`config.mk`:
```
export PLATFORM = sky130hd
export DESIGN_NAME = gh_shift_bytes_pipe
export DESIGN_NICKNAME = d
export VERILOG_FILES = /design/src/rtl/gh_pkg.sv /design/src/rtl/gh_shift_bytes_logic.sv /design/src/rtl/gh_shift_bytes_pipe.sv
export SDC_FILE = /design/constraint.sdc
export NUM_CORES = 1
export LEC_CHECK = 0
export CAP_MARGIN = 20
export CORE_ASPECT_RATIO = 0.5
export CORE_MARGIN = 3
export CORE_UTILIZATION = 23
export DETAILED_ROUTE_END_ITERATION = 10
export PLACE_DENSITY_LB_ADDON = 0.15
export SYNTH_ARGS = -nofsm -noshare
export SYNTH_HDL_FRONTEND = slang
export SYNTH_SLANG_ARGS = --single-unit
```
`constraint.sdc`:
```
create_clock -name clk -period 1.9 [get_ports clk]
set_input_delay 0.38 -clock clk [delete_from_list [all_inputs] [get_ports clk]]
set_output_delay 0.38 -clock clk [all_outputs]
set_load 0.01 [all_outputs]
```
`src/rtl/gh_pkg.sv`:
```
// Shared constants and types for the Groestl ShiftBytes datapath: row count,
// byte/state types and the per-row left-rotation amounts for P and Q.
package gh_pkg;

    localparam int GH_ROWS = 8;

    typedef logic [7:0]              gh_byte_t;
    typedef logic [8*GH_ROWS*8-1:0]  gh_state512_t;
    typedef logic [8*GH_ROWS*16-1:0] gh_state1024_t;

    typedef logic [3:0]                gh_shift_t;
    typedef gh_shift_t [GH_ROWS-1:0]   gh_shift_vec_t;

    // Element [0] is the least significant nibble, so row 0 is written last.
    localparam gh_shift_vec_t GH_SHIFT_P512  = {4'd7, 4'd6, 4'd5, 4'd4, 4'd3, 4'd2, 4'd1, 4'd0};
    localparam gh_shift_vec_t GH_SHIFT_Q512  = {4'd6, 4'd4, 4'd2, 4'd0, 4'd7, 4'd5, 4'd3, 4'd1};
    localparam gh_shift_vec_t GH_SHIFT_P1024 = {4'd11, 4'd6, 4'd5, 4'd4, 4'd3, 4'd2, 4'd1, 4'd0};
    localparam gh_shift_vec_t GH_SHIFT_Q1024 = {4'd6, 4'd4, 4'd2, 4'd0, 4'd11, 4'd5, 4'd3, 4'd1};

endpackage

```
`src/rtl/gh_shift_bytes_logic.sv`:
```
// Combinational ShiftBytes: rotates each row left by its P/Q amount.
// With GH_SHIFT_TRANSPOSE_EN the result can optionally be transposed (8x8 only).
module gh_shift_bytes_logic
    import gh_pkg::*;
#(
    parameter int COLS = 8
) (
    input  logic [8*GH_ROWS*COLS-1:0] state_i,
    input  logic                      mode_q,
`ifdef GH_SHIFT_TRANSPOSE_EN
    input  logic                      transpose_i,
`endif
    output logic [8*GH_ROWS*COLS-1:0] state_o
);

    localparam int IDX_W = (COLS > 8) ? 4 : 3;
    localparam gh_shift_vec_t SH_P = (COLS == 16) ? GH_SHIFT_P1024 : GH_SHIFT_P512;
    localparam gh_shift_vec_t SH_Q = (COLS == 16) ? GH_SHIFT_Q1024 : GH_SHIFT_Q512;

    typedef logic [IDX_W-1:0] col_idx_t;

    gh_byte_t in_b  [GH_ROWS][COLS];
    gh_byte_t shf_b [GH_ROWS][COLS];

    // COLS is a power of two, so the column index wraps by plain truncation.
    for (genvar r = 0; r < GH_ROWS; r++) begin : g_row
        gh_shift_t sh_r;
        assign sh_r = mode_q ? SH_Q[r] : SH_P[r];
        for (genvar c = 0; c < COLS; c++) begin : g_col
            col_idx_t src;
            assign in_b[r][c]  = state_i[8*(c*GH_ROWS+r) +: 8];
            assign src         = col_idx_t'(c) + col_idx_t'(sh_r);
            assign shf_b[r][c] = in_b[r][src];
        end
    end

`ifdef GH_SHIFT_TRANSPOSE_EN
    if (COLS != GH_ROWS) begin : g_bad_transpose
        $error("gh_shift_bytes_logic: transpose requires a square 8x8 state");
    end else begin : g_out
        for (genvar r = 0; r < GH_ROWS; r++) begin : g_row
            for (genvar c = 0; c < COLS; c++) begin : g_col
                assign state_o[8*(c*GH_ROWS+r) +: 8] = transpose_i ? shf_b[c][r] : shf_b[r][c];
            end
        end
    end
`else
    for (genvar r = 0; r < GH_ROWS; r++) begin : g_out_row
        for (genvar c = 0; c < COLS; c++) begin : g_out_col
            assign state_o[8*(c*GH_ROWS+r) +: 8] = shf_b[r][c];
        end
    end
`endif

endmodule

```
`src/rtl/gh_shift_bytes_pipe.sv`:
```
// Two-entry elastic ShiftBytes stage (input register A, output register B)
// with valid/ready handshake and flush. Optional feature: GH_SHIFT_TRANSPOSE_EN.
module gh_shift_bytes_pipe
    import gh_pkg::*;
#(
    parameter int ROWS  = 8,
    parameter int COLS  = 8,
    parameter int TAG_W = 4
) (
    input  logic                   clk,
    input  logic                   rst_n,
    input  logic                   flush,
    input  logic                   in_valid,
    output logic                   in_ready,
    input  logic [8*ROWS*COLS-1:0] in_data,
    input  logic                   in_mode_q,
    input  logic [TAG_W-1:0]       in_tag,
`ifdef GH_SHIFT_TRANSPOSE_EN
    input  logic                   in_transpose,
`endif
    output logic                   out_valid,
    input  logic                   out_ready,
    output logic [8*ROWS*COLS-1:0] out_data,
    output logic [TAG_W-1:0]       out_tag
);

    localparam int DATA_W = 8 * ROWS * COLS;

    if (ROWS != GH_ROWS) begin : g_bad_rows
        $error("gh_shift_bytes_pipe: ROWS must be 8");
    end
    if (COLS != 8 && COLS != 16) begin : g_bad_cols
        $error("gh_shift_bytes_pipe: COLS must be 8 or 16");
    end

    logic              valid_a_q, valid_a_d;
    logic [DATA_W-1:0] data_a_q,  data_a_d;
    logic              mode_a_q,  mode_a_d;
    logic [TAG_W-1:0]  tag_a_q,   tag_a_d;
`ifdef GH_SHIFT_TRANSPOSE_EN
    logic              xpose_a_q, xpose_a_d;
`endif
    logic              valid_b_q, valid_b_d;
    logic [DATA_W-1:0] data_b_q,  data_b_d;
    logic [TAG_W-1:0]  tag_b_q,   tag_b_d;

    logic              b_free;
    logic              a_to_b;
    logic              accept;
    logic [DATA_W-1:0] shifted;

    gh_shift_bytes_logic #(
        .COLS        (COLS)
    ) u_logic (
        .state_i     (data_a_q),
        .mode_q      (mode_a_q),
`ifdef GH_SHIFT_TRANSPOSE_EN
        .transpose_i (xpose_a_q),
`endif
        .state_o     (shifted)
    );

    // B frees up when empty or being drained; A may refill whenever it empties into B.
    assign b_free   = !valid_b_q || out_ready;
    assign in_ready = (!valid_a_q || b_free) && !flush;
    assign a_to_b   = valid_a_q && b_free;
    assign accept   = in_valid && in_ready;

    always_comb begin
        // NOTE: every *_d gets its hold value first, so no path leaves it unassigned (no latch).
        valid_a_d = valid_a_q;
        data_a_d  = data_a_q;
        mode_a_d  = mode_a_q;
        tag_a_d   = tag_a_q;
`ifdef GH_SHIFT_TRANSPOSE_EN
        xpose_a_d = xpose_a_q;
`endif
        valid_b_d = valid_b_q;
        data_b_d  = data_b_q;
        tag_b_d   = tag_b_q;

        if (flush) begin
            valid_a_d = 1'b0;
            valid_b_d = 1'b0;
        end else begin
            if (a_to_b) begin
                valid_b_d = 1'b1;
                data_b_d  = shifted;
                tag_b_d   = tag_a_q;
            end else if (out_ready) begin
                valid_b_d = 1'b0;
            end

            if (accept) begin
                valid_a_d = 1'b1;
                data_a_d  = in_data;
                mode_a_d  = in_mode_q;
                tag_a_d   = in_tag;
`ifdef GH_SHIFT_TRANSPOSE_EN
                xpose_a_d = in_transpose;
`endif
            end else if (a_to_b) begin
                valid_a_d = 1'b0;
            end
        end
    end

    // NOTE: the data registers are reset too, because out_data/out_tag must read 0 during reset.
    always_ff @(posedge clk or negedge rst_n) begin
        if (!rst_n) begin
            // NOTE: non-blocking assignments so every register samples pre-edge values.
            valid_a_q <= 1'b0;
            data_a_q  <= '0;
            mode_a_q  <= 1'b0;
            tag_a_q   <= '0;
`ifdef GH_SHIFT_TRANSPOSE_EN
            xpose_a_q <= 1'b0;
`endif
            valid_b_q <= 1'b0;
            data_b_q  <= '0;
            tag_b_q   <= '0;
        end else begin
            valid_a_q <= valid_a_d;
            data_a_q  <= data_a_d;
            mode_a_q  <= mode_a_d;
            tag_a_q   <= tag_a_d;
`ifdef GH_SHIFT_TRANSPOSE_EN
            xpose_a_q <= xpose_a_d;
`endif
            valid_b_q <= valid_b_d;
            data_b_q  <= data_b_d;
            tag_b_q   <= tag_b_d;
        end
    end

    assign out_valid = valid_b_q;
    assign out_data  = data_b_q;
    assign out_tag   = tag_b_q;

endmodule

```
==> out/qor.yml <==
outcome:
  outcome: "finished with violations"
  violations: "setup timing"
hold_path:
  hold_class: "in -> reg"
  worstHoldStart: "in_data[12]"
  hold_depth: 2
  min_to: "data_a_q[12]"
final_layout:
  nets: 4515
  layout-drive-gt1-share: 0.478
  fill_cells: 18600
  area_growth_syn_to_layout_pct: 47.4
yosys:
  yosysTopAreaCell: "dfrtp_1"
  synth.distinct_cells: 12
  muxShareOfSynthArea: 0.393
  yosys-top-cells-count: "1432 x mux2_2, 1035 x dfrtp_1, 116 x buf_2"
  synth_ff_type: "dfrtp_1"
  yosys_register_bits: 1035
  yosys.area.top_type_share: 0.586
  syn_avg_cell_area_um2: 16.0
  syn-cell-area_um2: 44200
  netlist_top_cells_area: "dfrtp_1 59%, mux2_2 36%, mux2_1 2.9%"
  syn_inst: 2760
  synth_top_family_by_area: "multiplexers"
  syn_nets: 3282
  yosysWarnings: 0
  async_flop_share: 1.00
  synth_fa_ha_area_frac: 0
  synth-simple-area-share: 0.00133
  synth.most_common_cell: "mux2_2"
  synth_xor_area_frac: 0
  synth_edf_count: 0
  synth_compound_area_frac: 0
  seq_area_frac_synth: 0.586
worst_setup_path:
  ff2ff_setup_slack_ns: -0.22
  r2r.worst_path.cells: 8
  worstPathRequired_ns: 2.48
  crit_path_frequent_cell: "buf_6"
  crit_chain: "and3b_2 -> buf_6 -> nor3b_4 -> buf_12 -> buf_6 -> buf_6 -> buf_12 -> mux2_2"
  r2r-end: "data_a_q[412]"
  startpoint_type: "flop"
  critPathKind: "reg -> reg"
  rr_startpoint: "out_valid"
  arrival_ns: 2.70
  cp_slowest_stage_delay_ns: 0.39
  slowest_stage: "dfrtp_1"
  worstPathMaxFanout: 18
  crit_path_end_kind: "flop"
power_and_ir_drop:
  powerDensity_nw_per_um2: 1200
  ir_drop_mv: 0.707
  p_leak_uw: 0.0275
sta:
  slew_viol_final: 0
  fin_crit_ns: 2.12
  timing.hold.ws_ns: 0.262
  finalSetupViolCount: 1007
  finalWorstSetupSlack_ns: -0.220
  slew_headroom: 0.624
  grt_setup_unrepaired: "yes"
  min_period_over_period: 1.12
  finalHoldViolCount: 0
  skew_ns: 0.0188
  tightestPinTransition_ns: 0.563
  fmax_mhz: 472
global_routing:
  grt_pass1_vias: 30200
  grt_usage: 0.166
  grt_max_degree: 72
  antenna_found_initial: 66
  grt_pass1_wl_um: 235000
  grt_overflow: 0
clocking:
  clock_tree.buffer_depth: 3
  cts_root_buf: "clkbuf_16"
  numCtsBuffers: 107
  clkSinkCount: 1035
  cts-htree-levels: 3
  clk_latency_ns: 0.71
  clkSlewWorstSetupHoldPaths_ns: 0.07
  tritoncts: "built"
route:
  vias: 28300
  wl_per_cell_um: 26.5
  final_antenna_net_count: 0
  first_pass_iters: 4
  via_per_inst: 4.26
  drt_iter0_drc: 1205
  routed_wl_um: 176000
  drcViolationCount: 0
placed_design:
  hpwl_um: 130000
  pre_cts_ws_ns: -0.563
  gp_congestion: 0.800
  io_buffers: 1039
die:
  floorplan.die.height_um: 316
  die_area_um2: 198000
  core_um2: 190000
  rows: 113
  initial_core_util: 0.232
  die-width_um: 626
  boundaryPins: 1040
run:
  maxCapViolCount: 0
## area by class of cell
cell class | count | area [um^2] | share of cell area
clock buffers | 154 | 3080 | 0.0472
clock inverters | 40 | 626 | 0.00960
diodes | 34 | 85.1 | 0.00131
well taps | 2530 | 3170 | 0.0486
multi-input cells | 1554 | 18100 | 0.277
flip-flops and latches | 1035 | 25900 | 0.398
repair buffers | 1295 | 14200 | 0.218
## worst max path at each step
stage                   start            end  slack (ns)  cells past startpoint
floorplan           out_valid  out_data[471]        0.10                      6
global placement    out_ready  data_a_q[490]       -0.56                      7
detailed placement  out_ready  data_a_q[493]       -0.56                      7
CTS                 out_valid       in_ready       -0.25                      4
global route        out_valid  data_a_q[473]       -0.27                      9
finish              out_valid  data_a_q[412]       -0.22                      8
## cells in the final DEF (no fill, tap or decap), drive strengths merged
master	count
and3b	1
buf	226
bufbuf	1
bufinv	15
clkbuf	187
clkdlybuf4s15	120
clkdlybuf4s50	520
clkinv	20
clkinvlp	2
dfrtp	1035
diode	34
dlygate4sd2	394
dlygate4sd3	1
inv	3
mux2	1545
nor2	5
nor2b	1
nor3b	2
## logic make-up (layout without fill, tap and decap cells)
| family | after synthesis | count (layout) |
|---|---|---|
| AND/OR/NAND/NOR | 9 | 9 |
| buffers and inverters | 171 | 1489 |
| flip-flops | 1035 | 1035 |
| multiplexers | 1545 | 1545 |
| other | 0 | 34 |
## routing by layer
metal,share of wire,track usage,vias up,wire (um)
li1,-,-,12500,-
met3,0.024,0.0207,312,4240
met2,0.57,0.333,489,101000
met5,0,0,-,0
met1,0.36,0.170,14900,62500
met4,0.047,0.0735,0,8200
## what timing repair did
item / CTS / global route
pin swaps: 1 / 3
cloned: 10 / 41
endpoints found under the hold margin: 65 / 0
hold buffers: 1 / 0
resized for setup: 785 / 149
endpoints found under the setup margin: 796 / 1011
setup buffers: 22 / 23
## critical path, delay by kind of cell, from the launching register on
| family | cells | cell delay [ns] |
|---|---|---|
| flip-flops | 1 | 0.39 |
| AND/OR/NAND/NOR | 2 | 0.46 |
| multiplexers | 1 | 0.35 |
| buffers and inverters | 5 | 0.77 |
## metrics by stage
stage	setup TNS (ns)	util	total power [uW]	cell area (um^2)	std cells
after floorplan	0	-	41600	44200	2760
after global placement	-429.31	0.311	57700	59300	6320
after detailed placement	-428.78	0.311	58000	59300	6320
after CTS	-98.84	0.333	79100	63400	6546
after global routing	-175.09	0.342	82100	65100	6631
final	-119.10	0.342	78200	65200	6642
## power breakdown
part / switching, uW / internal [uW] / total [uW] / leakage, uW
Sequential: 3730 / 27800 / 31600 / 0.0122
Combinational: 10700 / 13100 / 23800 / 0.0134
Clock: 9620 / 13300 / 22900 / 0.00182
Total: 24000 / 54200 / 78200 / 0.0275
## sequential cells by signal, indices dropped and copies added (netlist names)
name / cells
out_valid: 1
out_tag: 4
valid_a_q: 1
out_data: 512
data_a_q: 512
tag_a_q: 4
mode_a_q: 1
No activity file was read; power rests on OpenSTA's default activity.
==> edit, RTL diff (config.mk and constraints unchanged) <==
The option `GH_SHIFT_TRANSPOSE_EN` is turned on by a define.
--- a/src/rtl/gh_shift_bytes_logic.sv
+++ b/src/rtl/gh_shift_bytes_logic.sv
@@ -2,2 +2,4 @@
 // With GH_SHIFT_TRANSPOSE_EN the result can optionally be transposed (8x8 only).
+`define GH_SHIFT_TRANSPOSE_EN
+
 module gh_shift_bytes_logic
Ports: changed (added in_transpose); port bits go from 1040 to 1041. The function was not compared with the original's and may differ.
==> edit against the unedited design <==
  * The flow still finishes with violations (negative setup slack)
  * Wire length rose by 40%
  * Sequential power rose by 8.2%
  * Synthesized area rose by 9.7%
  * Synthesized cell count rose by 18%
  * Hold slack got worse by 93 ps
  * Sequential cell count rose by 1
  * Via count rose by 25%
  * Cell area rose by 18%
  * Utilization rose by 2.8 points
  * Total power rose by 21%
  * Worst setup slack got worse by 7.2 ps
  * Largest power group is now combinational cells
==> edit: results (changes against the unedited design) <==
metric,value,unit,change
outcome,finished with violations,,
violations,negative setup slack,,
fin_nets,5401,,+20%
dp.cells,7372,,+17%
dp_hpwl,187000,um,+44%
synthTopCellsByArea,"dfrtp_1 (53%), mux2_2 (22%), mux2i_1 (18%)",,
setup_slack,-227,ps,-7.17 ps
slew_headroom,0.510,,-0.114
syn_nets,3783,,+15%
cts_buffers,110,,+2.8%
grt_max_degree,104,,+44%
grtUsageMet2,0.403,,+0.0697
num_vias,35200,,+25%
ys_seq_area_frac,0.535,,-0.0512
grt_pass1_wl,312000,um,+33%
worstRegToRegCells,7,,-1
bufAreaShareNonClock,0.251,,+0.0323
placed_area,66000,sq um,+11%
final-setup-viol-count,1007,,unchanged
gp_congestion,0.873,,+9.1%
place_ws,-726,ps,-163 ps
clk_latency,740,ps,+30 ps
finClkSkew,42.9,ps,+24.1 ps
wl,245000,um,+40%
multi_input_gates,2002,,+29%
first_iter_violations,1920,,+59%
grtUsageMet3,0.0248,,+0.00407
[edit: changes by cell type in the layout (fill, tap and decap cells not counted), moves of 56 or more]
cell and change:
buf_4 +266, buf_6 +56, dlygate4sd2_1 -82, mux2_2 -755, mux2_4 +344, mux2i_1 +764, mux2i_4 +80
[edit: worst max-delay path: cells and delay by family (launching register included)]
family,cells,cell delay (ps)
mux,3,550
flops,1,560
buf+inv,4,860
[edit: kinds of logic after synthesis]
group / synth area share
simple gates: 0.000774
flops: 0.535
compound gates: 0.000464
buf+inv: 0.0244
mux: 0.440
[edit: what timing repair did]
action,4_1_cts,5_1_grt
hold endpoints to repair,255,0
pin swaps,3,1
gates cloned,30,60
endpoints found under the setup margin,1252,1038
buffers inserted,83,65
hold buffers,1,0
resized for setup,1123,704
[edit: power by group]
| part | switching (mW) | internal (mW) | total (mW) |
|---|---|---|---|
| clock network | 10.1 | 12.9 | 23.0 |
| logic | 17.5 | 20.1 | 37.6 |
| registers | 5.66 | 28.6 | 34.2 |
| total | 33.2 | 61.5 | 94.8 |
